`config.mk`:
```
export PLATFORM = sky130hd
export DESIGN_NAME = vram_arbiter_flat
export DESIGN_NICKNAME = d
export VERILOG_FILES = /design/src/rtl/vram_arbiter_if.sv /design/src/rtl/vram_arbiter.sv /design/src/flat_wrapper.sv
export SDC_FILE = /design/constraint.sdc
export NUM_CORES = 1
export LEC_CHECK = 0
export ABC_CLOCK_PERIOD_IN_PS = 2100
export BUFFER_PORTS_ARGS = -buffer_cell sky130_fd_sc_hd__clkbuf_2
export CAP_MARGIN = 20
export CORE_UTILIZATION = 40
export DETAILED_ROUTE_END_ITERATION = 8
export GPL_TIMING_DRIVEN = 0
export PLACE_DENSITY = 0.82
export SYNTH_ARGS = -nofsm -noshare
export SYNTH_HDL_FRONTEND = slang
export SYNTH_SLANG_ARGS = --single-unit
```
`constraint.sdc`:
```
create_clock -name clk -period 2.1 [get_ports clk]
set_input_delay 0.42 -clock clk [delete_from_list [all_inputs] [get_ports clk]]
set_output_delay 0.42 -clock clk [all_outputs]
set_load 0.05 [all_outputs]
```
`src/rtl/vram_arbiter_if.sv`:
```
`default_nettype none
// +------------------------------------------------------------------+
// | vram_arbiter_if : video / CPU / VRAM signal bundle for the arbiter  |
// | Rev 1.0                                                            |
// +------------------------------------------------------------------+
interface vram_arbiter_if #(
  parameter int ADDR_W = 16,
  parameter int DATA_W = 8
);
  logic              vid_start;
  logic [ADDR_W-1:0] vid_addr;
  logic [DATA_W-1:0] vid_rdata;
  logic              vid_valid;
  logic              vid_busy;
  logic              vid_done;

  logic              cpu_req;
  logic              cpu_we;
  logic [ADDR_W-1:0] cpu_addr;
  logic [DATA_W-1:0] cpu_wdata;
  logic              cpu_ack;
  logic [DATA_W-1:0] cpu_rdata;
  logic              cpu_rvalid;

  logic              mem_en;
  logic              mem_we;
  logic [ADDR_W-1:0] mem_addr;
  logic [DATA_W-1:0] mem_wdata;
  logic [DATA_W-1:0] mem_rdata;

  modport slave (
    input  vid_start, vid_addr, cpu_req, cpu_we, cpu_addr, cpu_wdata, mem_rdata,
    output vid_rdata, vid_valid, vid_busy, vid_done, cpu_ack, cpu_rdata, cpu_rvalid,
           mem_en, mem_we, mem_addr, mem_wdata
  );

  modport master (
    output vid_start, vid_addr, cpu_req, cpu_we, cpu_addr, cpu_wdata, mem_rdata,
    input  vid_rdata, vid_valid, vid_busy, vid_done, cpu_ack, cpu_rdata, cpu_rvalid,
           mem_en, mem_we, mem_addr, mem_wdata
  );
endinterface

`default_nettype wire

```
`src/rtl/vram_arbiter.sv`:
```
`default_nettype none
// +------------------------------------------------------------------+
// | vram_arbiter : single-port VRAM arbiter, video bursts vs CPU access |
// | Optional CPU anti-starvation: define VRAM_ARB_STARVE_EN            |
// | Rev 1.0                                                            |
// +------------------------------------------------------------------+
module vram_arbiter #(
  parameter int ADDR_W    = 16,
  parameter int DATA_W    = 8,
  parameter int BURST_LEN = 8,
  parameter int MAX_WAIT  = 4
) (
  input  wire logic     clk,
  input  wire logic     reset_n,
  vram_arbiter_if.slave bus
);

  typedef enum logic [0:0] {
    IDLE   = 1'b0,
    VBURST = 1'b1
  } state_t;

  localparam logic [7:0]        LAST_IDX = 8'(BURST_LEN - 1);
  localparam logic [ADDR_W-1:0] PTR_ONE  = {{(ADDR_W-1){1'b0}}, 1'b1};

  generate
    if (BURST_LEN < 2 || BURST_LEN > 255 || MAX_WAIT < 1 || MAX_WAIT > 15) begin : g_bad_params
      $error("vram_arbiter: BURST_LEN or MAX_WAIT out of range");
    end
  endgenerate

  state_t            state_q, state_d;
  logic [ADDR_W-1:0] ptr_q, ptr_d;
  logic [7:0]        cnt_q, cnt_d;
  logic              pend_q, pend_d;
  logic              rd_q, rd_d;
  logic              tag_q, tag_d;
  logic              last_q, last_d;
  logic              ack_q, ack_d;

  logic              starve;
  logic              cpu_grant;
  logic              vid_rd;

  // Grant is gated by reset_n so nothing reaches the memory while reset is held.
  assign cpu_grant = reset_n && bus.cpu_req && !ack_q && ((state_q == IDLE) || starve);
  assign vid_rd    = (state_q == VBURST) && !pend_q && !bus.vid_start && !cpu_grant;

`ifdef VRAM_ARB_STARVE_EN
  localparam logic [3:0] WAIT_LIM = 4'(MAX_WAIT);
  logic [3:0] wait_q, wait_d;

  assign starve = (wait_q == WAIT_LIM);

  always_comb begin
    wait_d = 4'd0;
    if ((state_q == VBURST) && bus.cpu_req && !cpu_grant) begin
      wait_d = (wait_q == WAIT_LIM) ? wait_q : wait_q + 4'd1;
    end
  end

  always_ff @(posedge clk or negedge reset_n) begin
    if (!reset_n) begin
      wait_q <= 4'd0;
    end else begin
      wait_q <= wait_d;
    end
  end
`else
  assign starve = 1'b0;
`endif

  always_comb begin
    state_d       = state_q;
    ptr_d         = ptr_q;
    cnt_d         = cnt_q;
    pend_d        = bus.vid_start;
    rd_d          = (cpu_grant && !bus.cpu_we) || vid_rd;
    tag_d         = vid_rd;
    last_d        = vid_rd && (cnt_q == LAST_IDX);
    ack_d         = cpu_grant;
    bus.mem_en    = 1'b0;
    bus.mem_we    = 1'b0;
    bus.mem_addr  = '0;
    bus.mem_wdata = '0;

    if (cpu_grant) begin
      bus.mem_en    = 1'b1;
      bus.mem_we    = bus.cpu_we;
      bus.mem_addr  = bus.cpu_addr;
      bus.mem_wdata = bus.cpu_wdata;
    end else if (vid_rd) begin
      bus.mem_en   = 1'b1;
      bus.mem_addr = ptr_q;
      ptr_d        = ptr_q + PTR_ONE;
      cnt_d        = cnt_q + 8'd1;
      if (cnt_q == LAST_IDX) begin
        state_d = IDLE;
      end
    end

    // A new start always wins, including an abort of a running burst.
    if (bus.vid_start) begin
      state_d = VBURST;
      ptr_d   = bus.vid_addr;
      cnt_d   = 8'd0;
    end
  end

  always_ff @(posedge clk or negedge reset_n) begin
    if (!reset_n) begin
      state_q <= IDLE;
      ptr_q   <= '0;
      cnt_q   <= 8'd0;
      pend_q  <= 1'b0;
      rd_q    <= 1'b0;
      tag_q   <= 1'b0;
      last_q  <= 1'b0;
      ack_q   <= 1'b0;
    end else begin
      state_q <= state_d;
      ptr_q   <= ptr_d;
      cnt_q   <= cnt_d;
      pend_q  <= pend_d;
      rd_q    <= rd_d;
      tag_q   <= tag_d;
      last_q  <= last_d;
      ack_q   <= ack_d;
    end
  end

  // Returned data is steered by the registered tag, never by the current state.
  assign bus.vid_valid  = rd_q && tag_q;
  assign bus.vid_done   = rd_q && tag_q && last_q;
  assign bus.vid_rdata  = (rd_q && tag_q) ? bus.mem_rdata : '0;
  assign bus.cpu_rvalid = rd_q && !tag_q;
  assign bus.cpu_rdata  = (rd_q && !tag_q) ? bus.mem_rdata : '0;
  assign bus.vid_busy   = (state_q == VBURST);
  assign bus.cpu_ack    = cpu_grant;

endmodule

`default_nettype wire

```
`src/flat_wrapper.sv`:
```
// flat-port wrapper written by rule: the top's interface ports become plain ports
module vram_arbiter_flat 
#(
  parameter int ADDR_W    = 16,
  parameter int DATA_W    = 8,
  parameter int BURST_LEN = 8,
  parameter int MAX_WAIT  = 4
)
  (clk, reset_n, bus_vid_start, bus_vid_addr, bus_cpu_req, bus_cpu_we, bus_cpu_addr, bus_cpu_wdata, bus_mem_rdata, bus_vid_rdata, bus_vid_valid, bus_vid_busy, bus_vid_done, bus_cpu_ack, bus_cpu_rdata, bus_cpu_rvalid, bus_mem_en, bus_mem_we, bus_mem_addr, bus_mem_wdata);
  vram_arbiter_if #(.ADDR_W(ADDR_W), .DATA_W(DATA_W)) bus_i ();
  input  wire logic clk;
  input  wire logic reset_n;
  input wire logic [$bits(bus_i.vid_start)-1:0] bus_vid_start;
  input wire logic [$bits(bus_i.vid_addr)-1:0] bus_vid_addr;
  input wire logic [$bits(bus_i.cpu_req)-1:0] bus_cpu_req;
  input wire logic [$bits(bus_i.cpu_we)-1:0] bus_cpu_we;
  input wire logic [$bits(bus_i.cpu_addr)-1:0] bus_cpu_addr;
  input wire logic [$bits(bus_i.cpu_wdata)-1:0] bus_cpu_wdata;
  input wire logic [$bits(bus_i.mem_rdata)-1:0] bus_mem_rdata;
  output wire logic [$bits(bus_i.vid_rdata)-1:0] bus_vid_rdata;
  output wire logic [$bits(bus_i.vid_valid)-1:0] bus_vid_valid;
  output wire logic [$bits(bus_i.vid_busy)-1:0] bus_vid_busy;
  output wire logic [$bits(bus_i.vid_done)-1:0] bus_vid_done;
  output wire logic [$bits(bus_i.cpu_ack)-1:0] bus_cpu_ack;
  output wire logic [$bits(bus_i.cpu_rdata)-1:0] bus_cpu_rdata;
  output wire logic [$bits(bus_i.cpu_rvalid)-1:0] bus_cpu_rvalid;
  output wire logic [$bits(bus_i.mem_en)-1:0] bus_mem_en;
  output wire logic [$bits(bus_i.mem_we)-1:0] bus_mem_we;
  output wire logic [$bits(bus_i.mem_addr)-1:0] bus_mem_addr;
  output wire logic [$bits(bus_i.mem_wdata)-1:0] bus_mem_wdata;
  assign bus_i.vid_start = bus_vid_start;
  assign bus_i.vid_addr = bus_vid_addr;
  assign bus_i.cpu_req = bus_cpu_req;
  assign bus_i.cpu_we = bus_cpu_we;
  assign bus_i.cpu_addr = bus_cpu_addr;
  assign bus_i.cpu_wdata = bus_cpu_wdata;
  assign bus_i.mem_rdata = bus_mem_rdata;
  assign bus_vid_rdata = bus_i.vid_rdata;
  assign bus_vid_valid = bus_i.vid_valid;
  assign bus_vid_busy = bus_i.vid_busy;
  assign bus_vid_done = bus_i.vid_done;
  assign bus_cpu_ack = bus_i.cpu_ack;
  assign bus_cpu_rdata = bus_i.cpu_rdata;
  assign bus_cpu_rvalid = bus_i.cpu_rvalid;
  assign bus_mem_en = bus_i.mem_en;
  assign bus_mem_we = bus_i.mem_we;
  assign bus_mem_addr = bus_i.mem_addr;
  assign bus_mem_wdata = bus_i.mem_wdata;
  vram_arbiter #(.ADDR_W(ADDR_W), .DATA_W(DATA_W), .BURST_LEN(BURST_LEN), .MAX_WAIT(MAX_WAIT)) u_core (.clk(clk), .reset_n(reset_n), .bus(bus_i));
endmodule
```
==> impl_metrics.tcl <==
set metrics [dict create \
    finalCriticalPeriod_ns 2.04 \
    yosysMostFrequentCell "dfrtp_1" \
    globalRouteTotalUtil_pct 22.1 \
    synth_area_per_cell_sq_um 8.91 \
    outcome "finished with violations" \
    netlist.area_leader.share_pct 39.9 \
    worst_path_max_delay_cell "dfrtp_2" \
    syn-num-nets 266 \
    max_slew.worst_pin.slew_ns 0.502 \
    grt_max_degree 31 \
    drt-wirelength-per-cell_microns 14.6 \
    synth_cells 211 \
    cts_buffer_depth 2 \
    critPathCaptureType "output port" \
    ir_drop_mv 0.424 \
    start_kind "flip-flop" \
    synth_commonest_cells "dfrtp_1, nand2_1, and2_1" \
    cts.sinks 30 \
    fin_crit_sh_pct 97.3 \
    synth_compound_area_share_pct 15.0 \
    max_freq_ghz 0.489 \
    synth-xor-area-share_pct 7.45 \
    overflow 0 \
    vias 2024 \
    ios 100 \
    grt_pass1_wl_microns 8630 \
    die_x_microns 70.6 \
    vias_per_cell 5.44 \
    worstPathArrival_ns 1.62 \
    antenna_left 0 \
    min_path_type "input pin to async pin" \
    critPathTopFamily "flip-flops" \
    drc 26 \
    numCtsBuffers 5 \
    ys_seq_area_share_pct 39.9 \
    ys_warn_count 0 \
    worst-path-buf-inv 2 \
    num_rows 24 \
    slew_violations 0 \
    synthFlopType "dfrtp_1" \
    setup_viol 0 \
    hold-worst-slack_ns 0.0790 \
    netlist_area_sq_mm 0.00188 \
    synth-seq-cells 30 \
    async_flop_share_pct 100 \
    crit_chain "nor3b_2, clkbuf_4, or2_2, buf_2" \
    crit_fanout 10 \
    slowest_delay_ns 0.48 \
    cp.required_ns 1.68 \
    coreArea_sq_mm 0.00444 \
    htreeDepth 2 \
    hold_viol 0 \
    cap_violations 0 \
    worst_skew_pair.late_latency_ns 0.29 \
    multi_input_area_sq_mm 0.00110 \
    floorplan.initialDensity_pct 42.3 \
    p_per_area_mw_per_mm2 565 \
    antenna_found_initial 0 \
    dieArea_sq_mm 0.00498 \
    yosysUniqueCellTypes 37 \
    final.fill_count 368 \
    skew_ns 0.00170 \
    synth_top_area_cell "dfrtp_1" \
    seq_area_sq_um 752 \
    rsz0062_at_grt "yes" \
    wl_microns 5440 \
    violations "DRC" \
    drive_gt1_share_pct 43.8 \
    synthMuxAreaShare_pct 1.60 \
    final_net_count 374 \
    synth_top_family_by_area "simple AND/OR/NAND/NOR gates" \
    antenna_cells 0 \
    portBuffers 99 \
    grt_pass1_vias 1902 \
    dp_hpwl_microns 3900 \
    synth-edff-count 0 \
    clkTransAtPathRegs_ns 0.07 \
    synth_fa_ha_area_share_pct 1.33 \
    drtPass1Iterations 6 \
    max-slew-margin-rel_pct 66.2 \
    root_buffer "clkbuf_8" \
    yosys.area_share.simple_pct 30.1 \
    final_core_util_pct 60.9 \
    synth_area_leaders "dfrtp_1, a22o_1, and2_1, nand2_1, and3_1" \
    first_iter_violations 185 \
    syn_to_final_growth_pct 43.9 \
    place_congestion 0.866 \
    critPathKind "flip-flop to output port" \
    cts_tree "done" \
    die_y_microns 70.6 \
    cellLeakagePower_nw 1.38 \
]
state kept, by name, indices dropped and copies added (netlist names):
| signal | count |
|---|---|
| u_core.tag_q | 1 |
| u_core.last_q | 1 |
| u_core.cnt_q | 8 |
| u_core.pend_q | 1 |
| u_core.rd_q | 1 |
| u_core.bus.vid_busy | 1 |
| u_core.ptr_q | 16 |
| u_core.ack_q | 1 |
per-layer routing:
| metal | part of all wire (%) | global-route usage (%) | vias to the layer above |
|---|---|---|---|
| li1 | - | - | 967 |
| met1 | 39 | 26.6 | 932 |
| met2 | 49 | 39.3 | 112 |
| met3 | 9.4 | 4.70 | 13 |
| met4 | 2.3 | 7.56 | 0 |
| met5 | 0 | 0 | - |
cell usage in the layout, fill, tap and decap left out, types with 4 or more instances in the layout:
cell / count
clkbuf_2: 75
dfrtp_1: 29
clkbuf_4: 25
nand2_1: 21
and3_1: 13
nor2_1: 11
and2_1: 10
clkbuf_1: 9
a22o_2: 9
xnor2_1: 9
o21ai_0: 9
nor3_1: 8
and2_2: 7
xor2_1: 7
a22o_1: 6
inv_1: 6
clkbuf_8: 6
nand4_1: 5
nor2b_1: 4
nor4_1: 4
repair_timing:
action,CTS,global route
buffers inserted,1,0
cloned,0,0
hold buffers,1,0
gates resized for setup,24,19
setup endpoints to repair,27,25
pin swaps,1,0
hold endpoints to repair,30,0
power by group:
part	internal, mW	total (mW)	leakage, nW	switching (mW)
registers	0.616	0.666	0.375	0.0504
clock network	0.263	0.495	0.0472	0.232
logic	0.143	0.366	0.959	0.224
total	1.02	1.53	1.38	0.506
layout make-up:
type	count	area share, %
multi-input cells	159	40.5
flip-flops and latches	30	27.8
repair buffers	101	22.1
clock buffers	6	3.05
plain buffers	16	2.87
well taps	52	2.40
inverters	6	0.832
clock inverters	2	0.462
final timing paths:
| kind | start | slack (ns) | cells past startpoint | endpoint |
|---|---|---|---|---|
| min reg2reg | u_core.cnt_q[7] | 0.57 | 2 | u_core.cnt_q[7] |
| min | reset_n | 0.08 | 2 | u_core.ptr_q[12] |
| max | u_core.bus.vid_busy | 0.06 | 4 | bus_mem_en |
| min in group clk | bus_vid_start | 0.31 | 1 | u_core.pend_q |
| max in group asynchronous | reset_n | 1.85 | 2 | u_core.bus.vid_busy |
| max reg2reg | u_core.pend_q | 0.22 | 5 | u_core.ptr_q[14] |
metrics by stage:
stage / power (mW) / worst slack, ns / instances / area, sq um / setup TNS (ns)
after global routing: 1.60 / -0.00416 / 372 / 2710 / -0.00674
final: 1.53 / 0.0557 / 372 / 2710 / 0
after detailed placement: 1.02 / -0.981 / 362 / 2490 / -19.29
after CTS: 1.53 / 0.00775 / 372 / 2680 / 0
after global placement: 1.01 / -0.920 / 362 / 2490 / -18.09
after floorplan: 0.894 / 0.0263 / 211 / 1930 / 0
kinds of logic after synthesis:
kind of cell / count (synthesis)
buf+inv: 22
simple gates: 101
flops: 30
mux: 3
xor+xnor: 16
fa+ha+maj: 2
compound gates: 37
(Power assumes the default switching activity.)
